File: src/rtl/interboard_receiver.sv
// interboard_receiver: receive side of the 4-phase Request/Ack board link.
// Rebuilds 2-beat frames (header, payload) into one message for the game controller.
//
// Ports:
//   clk                 system clock
//   rst                 asynchronous reset, active low
//   Request_in          peer request, asynchronous to clk
//   inter_data_in[5:0]  peer beat; bit5=1 header (type in [2:0]), bit5=0 payload (number in [4:0])
//   Ack_out             acknowledge back to the peer
//   interboard_en       1-cycle pulse: a complete message is valid
//   interboard_msg_type message type, held until the next message
//   interboard_number   message number, held until the next message
//   interboard_rst      1-cycle pulse with interboard_en when the type is RST_TYPE
//   frame_error         1-cycle pulse on a framing violation or payload timeout
//   busy                high whenever the FSM is not idle
module interboard_receiver #(
    parameter int         SYNC_STAGES    = 2,
    parameter int         TIMEOUT_CYCLES = 1000000,
    parameter logic [2:0] RST_TYPE       = 3'd7
) (
    input  logic       clk,
    input  logic       rst,
    input  logic       Request_in,
    input  logic [5:0] inter_data_in,
    output logic       Ack_out,
    output logic       interboard_en,
    output logic [2:0] interboard_msg_type,
    output logic [4:0] interboard_number,
    output logic       interboard_rst,
    output logic       frame_error,
    output logic       busy
);

    localparam int TW = $clog2(TIMEOUT_CYCLES + 1);
    localparam logic [TW-1:0] T_LAST = TW'(TIMEOUT_CYCLES - 1);
    localparam logic [TW-1:0] T_SAT  = TW'(TIMEOUT_CYCLES);

    typedef enum logic [1:0] {
        IDLE,
        HDR_ACK,
        WAIT_PAY,
        PAY_ACK
    } state_t;

    state_t                 state_q, state_d;
    logic [SYNC_STAGES-1:0] sync_q, sync_d;
    logic [TW-1:0]          timer_q, timer_d;
    logic [2:0]             type_lat_q, type_lat_d;
    logic [2:0]             msg_type_q, msg_type_d;
    logic [4:0]             number_q, number_d;
    logic                   ack_q, ack_d;
    logic                   en_q, en_d;
    logic                   irst_q, irst_d;
    logic                   ferr_q, ferr_d;
    logic                   req_s;
    logic                   is_hdr;

    assign req_s  = sync_q[SYNC_STAGES-1];
    assign is_hdr = inter_data_in[5];
    assign sync_d = {sync_q[SYNC_STAGES-2:0], Request_in};

    always_comb begin
        state_d    = state_q;
        timer_d    = timer_q;
        type_lat_d = type_lat_q;
        msg_type_d = msg_type_q;
        number_d   = number_q;
        ack_d      = ack_q;
        en_d       = 1'b0;
        irst_d     = 1'b0;
        ferr_d     = 1'b0;
        unique case (state_q)
            IDLE: begin
                if (req_s) begin
                    ack_d = 1'b1;
                    if (is_hdr) begin
                        type_lat_d = inter_data_in[2:0];
                        state_d    = HDR_ACK;
                    end else begin
                        // orphan payload: still complete the handshake
                        ferr_d  = 1'b1;
                        state_d = PAY_ACK;
                    end
                end
            end
            HDR_ACK: begin
                if (!req_s) begin
                    ack_d   = 1'b0;
                    timer_d = '0;
                    state_d = WAIT_PAY;
                end
            end
            WAIT_PAY: begin
                timer_d = (timer_q == T_SAT) ? timer_q : timer_q + 1'b1;
                // a request seen on the timeout cycle takes priority
                if (req_s) begin
                    ack_d = 1'b1;
                    if (is_hdr) begin
                        ferr_d     = 1'b1;
                        type_lat_d = inter_data_in[2:0];
                        state_d    = HDR_ACK;
                    end else begin
                        msg_type_d = type_lat_q;
                        number_d   = inter_data_in[4:0];
                        en_d       = 1'b1;
                        irst_d     = (type_lat_q == RST_TYPE);
                        state_d    = PAY_ACK;
                    end
                end else if (timer_q >= T_LAST) begin
                    ferr_d  = 1'b1;
                    state_d = IDLE;
                end
            end
            PAY_ACK: begin
                if (!req_s) begin
                    ack_d   = 1'b0;
                    state_d = IDLE;
                end
            end
            default: state_d = IDLE;
        endcase
    end

    always_ff @(posedge clk or negedge rst) begin
        if (!rst) begin
            state_q    <= IDLE;
            sync_q     <= '0;
            timer_q    <= '0;
            type_lat_q <= '0;
            msg_type_q <= '0;
            number_q   <= '0;
            ack_q      <= 1'b0;
            en_q       <= 1'b0;
            irst_q     <= 1'b0;
            ferr_q     <= 1'b0;
        end else begin
            state_q    <= state_d;
            sync_q     <= sync_d;
            timer_q    <= timer_d;
            type_lat_q <= type_lat_d;
            msg_type_q <= msg_type_d;
            number_q   <= number_d;
            ack_q      <= ack_d;
            en_q       <= en_d;
            irst_q     <= irst_d;
            ferr_q     <= ferr_d;
        end
    end

    assign Ack_out             = ack_q;
    assign interboard_en       = en_q;
    assign interboard_msg_type = msg_type_q;
    assign interboard_number   = number_q;
    assign interboard_rst      = irst_q;
    assign frame_error         = ferr_q;
    assign busy                = (state_q != IDLE);

endmodule

File: config.mk
export PLATFORM = sky130hd
export DESIGN_NAME = interboard_receiver
export DESIGN_NICKNAME = d
export VERILOG_FILES = /design/src/rtl/interboard_receiver.sv
export SDC_FILE = /design/constraint.sdc
export NUM_CORES = 1
export LEC_CHECK = 0
export ABC_AREA = 1
export CAP_MARGIN = 20
export CORE_UTILIZATION = 55
export CTS_BUF_LIST = sky130_fd_sc_hd__clkbuf_2
export DETAILED_ROUTE_END_ITERATION = 7
export PLACE_DENSITY = 0.78
export SLEW_MARGIN = 5
export SYNTH_ARGS = -nofsm -noshare
export SYNTH_HDL_FRONTEND = slang
export SYNTH_SLANG_ARGS = --single-unit
File: constraint.sdc
create_clock -name clk -period 2.3 [get_ports clk]
set_clock_uncertainty 0.2 [all_clocks]
set_input_delay 0.345 -clock clk [delete_from_list [all_inputs] [get_ports clk]]
set_output_delay 0.345 -clock clk [all_outputs]
set_load 0.01 [all_outputs]
==> results of run 1 <==
## path summary, 6_finish.rpt
path	from	to	slack [ns]	cells after the start
setup / recovery	state_q[0]$_DFFE_PN0P_	busy	0.14	3
hold / removal	Request_in	sync_q[0]$_DFF_PN0_	0.15	1
setup reg to reg	timer_q[0]$_DFFE_PN0P_	timer_q[12]$_DFFE_PN0P_	0.28	10
hold reg to reg	sync_q[0]$_DFF_PN0_	sync_q[1]$_DFF_PN0_	0.19	0
max in group asynchronous	rst	state_q[1]$_DFFE_PN0P_	1.19	3
min in group asynchronous	rst	interboard_msg_type[1]$_DFFE_PN0P_	0.17	2
## registers in the layout (all words and copies together) (netlist names)
| register | count |
|---|---|
| frame_error | 1 |
| state_q | 2 |
| interboard_number | 5 |
| interboard_rst | 1 |
| type_lat_q | 3 |
| Ack_out | 1 |
| sync_q | 2 |
| interboard_en | 1 |
| timer_q | 20 |
| interboard_msg_type | 3 |
## worst max-delay path: cells and delay by family (launching register included)
family | cells | cell delay [ns]
flops | 1 | 0.50
buf+inv | 2 | 0.57
simple gates | 1 | 0.14
## cell usage after synthesis (all sizes together)
cell    count
nand2      78
nor2       40
dfrtp      39
inv        36
o21ai      25
nand3      24
xor2        8
nand4       6
nor3        6
o22ai       6
buf         4
or2         3
a21oi       2
ha          2
a21o        1
clkbuf      1
clkinv      1
o211ai      1
## area by class of cell
cell class	instances	area (um2)
Clock buffer	5	25.0
Clock inverter	3	20.0
Fill cell	322	1240
Inverter	37	140
Multi-Input combinational cell	202	992
Sequential cell	39	977
Tap cell	48	60.1
Timing Repair Buffer	25	238
## layer usage
metal,up-vias,share of wire,GRT usage
li1,958,-,-
met1,846,0.50,0.352
met2,48,0.45,0.364
met3,5,0.049,0.0475
met4,0,0.0095,0.0806
met5,-,0,0
## where the power goes
part           switching [mW]  internal (mW)
Combinational           0.351          0.259
Clock                   0.235         0.0730
Sequential             0.0822          0.805
## through the flow
step	std cells	utilization	power, mW
global placement	350	0.650	1.51
CTS	359	0.665	1.81
global route	359	0.665	1.92
detailed placement	350	0.650	1.51
floorplan	283	-	1.26
finish	359	0.665	1.81
## kinds of logic after synthesis
group | synth area share
AND/OR/NAND/NOR | 0.329
XOR/XNOR | 0.0327
adder cells (fa/ha/maj) | 0.0117
flip-flops | 0.455
buffers and inverters | 0.0817
AO/OA/AOI/OAI | 0.0893
## timing repair
action,CTS,global route
hold endpoints to repair,20,0
resized for setup,0,1
hold buffers,1,0
endpoints found under the setup margin,0,1
==> flow_summary.yaml, run 1 <==
hold_path:
  hold_class: "in2reg"
synth:
  synth_area_leaders: "dfrtp_1, nand2_1, nor2_1"
  synth_nets: 294
  synth-seq-cells: 39
  yosysTopAreaCell: "dfrtp_1"
  synth_cell_types: 30
  seq_area_frac_synth: 0.455
  avgSynthCellArea_um2: 7.57
  synth_cells: 283
  syn-cell-area_um2: 2140
  yosysWarnings: 0
  synth_top_area_frac: 0.455
die:
  start_util: 0.581
  num_io_pins: 22
  die_h_um: 64.4
  core-area_um2: 3690
  die_area_um2: 4150
  die_w_um: 64.4
  rows: 22
job:
  cap_violations: 0
global_routing:
  antenna_found_initial: 0
  grt_use_total: 0.243
  grt_pass1_wl_um: 7670
  overflow: 0
  grt_max_degree: 20
  grt_pass1_vias: 1716
clocking:
  cts_tree: "built"
  clk_path_buf_depth: 2
  path_clk_slew_ns: 0.22
  root_buffer: "clkbuf_2"
  cts_max_level: 2
  cts_sinks: 39
  postCtsSetupBuffers: 0
  clk_latency_ns: 0.40
  numCtsBuffers: 5
detailed_routing:
  wl_per_cell_um: 12.3
  wl_um: 4400
  first_pass_iters: 4
  ant_nets: 0
  drt_iter0_drc: 137
  num_vias: 1857
  routed_via_density: 5.17
  drc_errors: 0
cells_and_area:
  design_area_um2: 2450
  syn2layout_area_growth_pct: 14.4
  drive_gt1_frac: 0.0932
  layout_common_cells: "nand2_1, dfrtp_1, nor2_1, inv_1, nand3_1"
  layout_commonest_cell: "nand2_1"
  diodes: 0
  num-nets-final: 321
worst_setup_path:
  path_max_fanout: 6
  worstSetupPathType: "reg2out"
  crit_path_start_kind: "flip-flop"
  critPathSlowestCell: "dfrtp_2"
  cp.arrival_ns: 1.62
  crit_chain: "nor2_1, inv_1, clkdlybuf4s50_1"
  required_ns: 1.75
  max_stage_delay_ns: 0.50
  end_kind: "output pin"
placement:
  dpl_cell_area_um2: 2400
  io_buffers: 21
  dp_hpwl_um: 3410
  pre_cts_ws_ns: 0.225
  routabilityCongestion: 0.949
sta:
  setup_tns_ns: 0
  period_needed_ns: 2.16
  worst_pin_slew_ns: 0.416
  finalSetupViolations: 0
  max_slew_margin: 0.723
  finalHoldViolCount: 0
  rsz0062_at_grt: "no"
  worst_slack_ns: 0.137
  fmaxAchievable_mhz: 462
  drv_slew: 0
  timing.hold.ws_ns: 0.145
  fin_crit_sh: 0.941
power:
  vdd_drop_max_mv: 0.478
  p_per_area_nw_per_um2: 736
  leakagePower_nw: 1.07
run_status:
  status: "finished, final reports clean"
(Power assumes the default switching activity.)
==> run 2: changes to the inputs <==
--- a/config.mk
+++ b/config.mk
@@ -7,6 +7,7 @@
 export LEC_CHECK = 0
 export ABC_AREA = 1
 export CAP_MARGIN = 20
+export CORE_MARGIN = 1
 export CORE_UTILIZATION = 55
 export CTS_BUF_LIST = sky130_fd_sc_hd__clkbuf_2
 export DETAILED_ROUTE_END_ITERATION = 7
==> results of run 2 <==
Final layout, timing and power as in run 1 (identical DEF).
==> run 3: changes to the inputs <==
--- a/config.mk
+++ b/config.mk
@@ -11,6 +11,7 @@
 export CORE_UTILIZATION = 55
 export CTS_BUF_LIST = sky130_fd_sc_hd__clkbuf_2
 export DETAILED_ROUTE_END_ITERATION = 7
+export GPL_ROUTABILITY_DRIVEN = 0
 export PLACE_DENSITY = 0.78
 export SLEW_MARGIN = 5
 export SYNTH_ARGS = -nofsm -noshare
==> run 3 against run 2 <==
  * Combinational power up 0.8%
  * Sequential power up 0.5%
  * Worst setup slack better by 0.021 ns
  * Global-route usage up 0.54 points
  * Clock power down 4%
  * Hold slack better by 0.039 ns
  * Critical path depth unchanged
  * First-iteration DRC count down 7.3%
  * Fmax up 1.0%
  * Via count down 0.43%
  * Critical path type unchanged
  * Critical endpoint unchanged
  * Largest power group unchanged
==> flow_summary.yaml, run 3 (same netlist as run 1, synthesis figures left out) <==
run_status:
  status: "finished, final reports clean"
global_routing:
  grt_use_met2: 0.383
  globalRouteMet3Util: 0.0546
  grt_pass1_vias: 1778
  antenna_found_initial: 0
  overflow: 0
  grt_pass1_wl_um: 7900
  grt_use_total: 0.248
  gr-usage-met1: 0.352
  top_usage_layer: "met2"
  grt_max_degree: 23
detailed_routing:
  wl_per_cell_um: 12.8
  drc_errors: 0
  first_pass_iters: 5
  drt_iter0_drc: 127
  num_vias: 1849
  wl_um: 4580
  ant_nets: 0
  routed_via_density: 5.15
worst_setup_path:
  critPathSlowestCell: "clkdlybuf4s50_1"
  path_max_fanout: 6
  crit_path_start_kind: "flip-flop"
  end_kind: "output pin"
  cp.arrival_ns: 1.60
  crit_chain: "nor2_1, inv_1, clkdlybuf4s50_1"
  worstSetupPathType: "reg2out"
  required_ns: 1.75
  r2r-start: "timer_q[0]$_DFFE_PN0P_"
  crit_family: "buffers and inverters"
  critPathBufInv: 2
  max_stage_delay_ns: 0.54
  ff2ff_setup_slack_ns: 0.26
  worstSetupStartpoint: "state_q[0]$_DFFE_PN0P_"
sta:
  worst_slack_ns: 0.158
  period_needed_ns: 2.14
  rsz0062_at_grt: "no"
  fmaxAchievable_mhz: 467
  finalHoldViolCount: 0
  drv_slew: 0
  max_slew_margin: 0.667
  finalSetupViolations: 0
  setup_tns_ns: 0
  fin_crit_sh: 0.931
  worst_pin_slew_ns: 0.500
cells_and_area:
  num-nets-final: 321
  drive_gt1_frac: 0.0932
  layout_commonest_cell: "nand2_1"
  largest_reg_flops: 20
  layout_common_cells: "nand2_1, dfrtp_1, nor2_1, inv_1, nand3_1"
  diodes: 0
  syn2layout_area_growth_pct: 14.1
  design_area_um2: 2450
  largest_register: "timer_q"
clocking:
  clk_path_buf_depth: 2
  cts_tree: "built"
  numCtsBuffers: 5
  cts_sinks: 39
  cts_max_level: 2
  clk_latency_ns: 0.38
  root_buffer: "clkbuf_2"
  postCtsSetupBuffers: 0
  path_clk_slew_ns: 0.18
placement:
  dp_hpwl_um: 3480
  pre_cts_ws_ns: 0.284
  io_buffers: 21
  dpl_cell_area_um2: 2400
die:
  die_h_um: 64.4
  die_w_um: 64.4
  core-area_um2: 3690
  num_io_pins: 22
  start_util: 0.581
  rows: 22
  die_area_um2: 4150
power:
  vdd_drop_max_mv: 0.562
  p_per_area_nw_per_um2: 737
  leakagePower_nw: 1.08
hold_path:
  hold_class: "reg2reg"
  min_from: "sync_q[0]$_DFF_PN0_"
job:
  cap_violations: 0
-- run 3: changes by cell type in the layout (fill, tap and decap cells not counted) --
cell        change
clkinvlp_4      -1
clkinv_1        -1
clkinv_2        +1
dfrtp_2         -1
dfrtp_1         +1
clkinv_4        -1
clkbuf_2        +2
-- run 3: power by group --
part           internal (mW)  leakage [nW]  switching, mW
clock                 0.0832        0.0330          0.214
sequential             0.805         0.516         0.0864
combinational          0.258         0.532          0.356
-- run 3: worst reg2reg max path: stages, from the launching register on --
cell and delay [ns]:
dfrtp_1 0.52, ha_1 0.33, inv_1 0.10, nor3_2 0.27, nand2_1 0.16, nor2_1 0.14
or2_2 0.12, nand3_1 0.05, o21ai_1 0.12
-- run 3: final cells by class --
cell class	instances	area [um2]
fillers	345	1240
multi-input cells	202	992
well taps	48	60.1
clock buffers	7	35.0
flip-flops and latches	39	976
clock inverters	1	5.00
repair buffers	25	238
inverters	37	140
-- run 3: per-stage QoR --
step | std cells | total power [mW] | hold slack, ns | util
after floorplan | 283 | 1.26 | -0.151 | -
after global placement | 350 | 1.51 | 0.134 | 0.650
after detailed placement | 350 | 1.52 | 0.137 | 0.650
after CTS | 359 | 1.82 | 0.154 | 0.663
after global routing | 359 | 1.92 | 0.140 | 0.663
final | 359 | 1.80 | 0.185 | 0.663
-- run 3: timing repair --
item | CTS | global route
endpoints found under the hold margin | 20 | 0
hold buffers | 1 | 0
resized for setup | 0 | 0
-- run 3: worst paths after layout --
kind	endpoint	cells past startpoint
worst max-delay path	busy	3
worst max register to register	timer_q[16]$_DFFE_PN0P_	8
worst min-delay path	sync_q[1]$_DFF_PN0_	0
max in group asynchronous	timer_q[15]$_DFFE_PN0P_	3
worst min register to register	sync_q[1]$_DFF_PN0_	0
min in group asynchronous	timer_q[8]$_DFFE_PN0P_	2
-- run 3: metal layers --
layer  vias up  share of wire
met3         6          0.045
met2        42           0.46
met4         0          0.012
met5         -              0
met1       838           0.49
li1        963              -
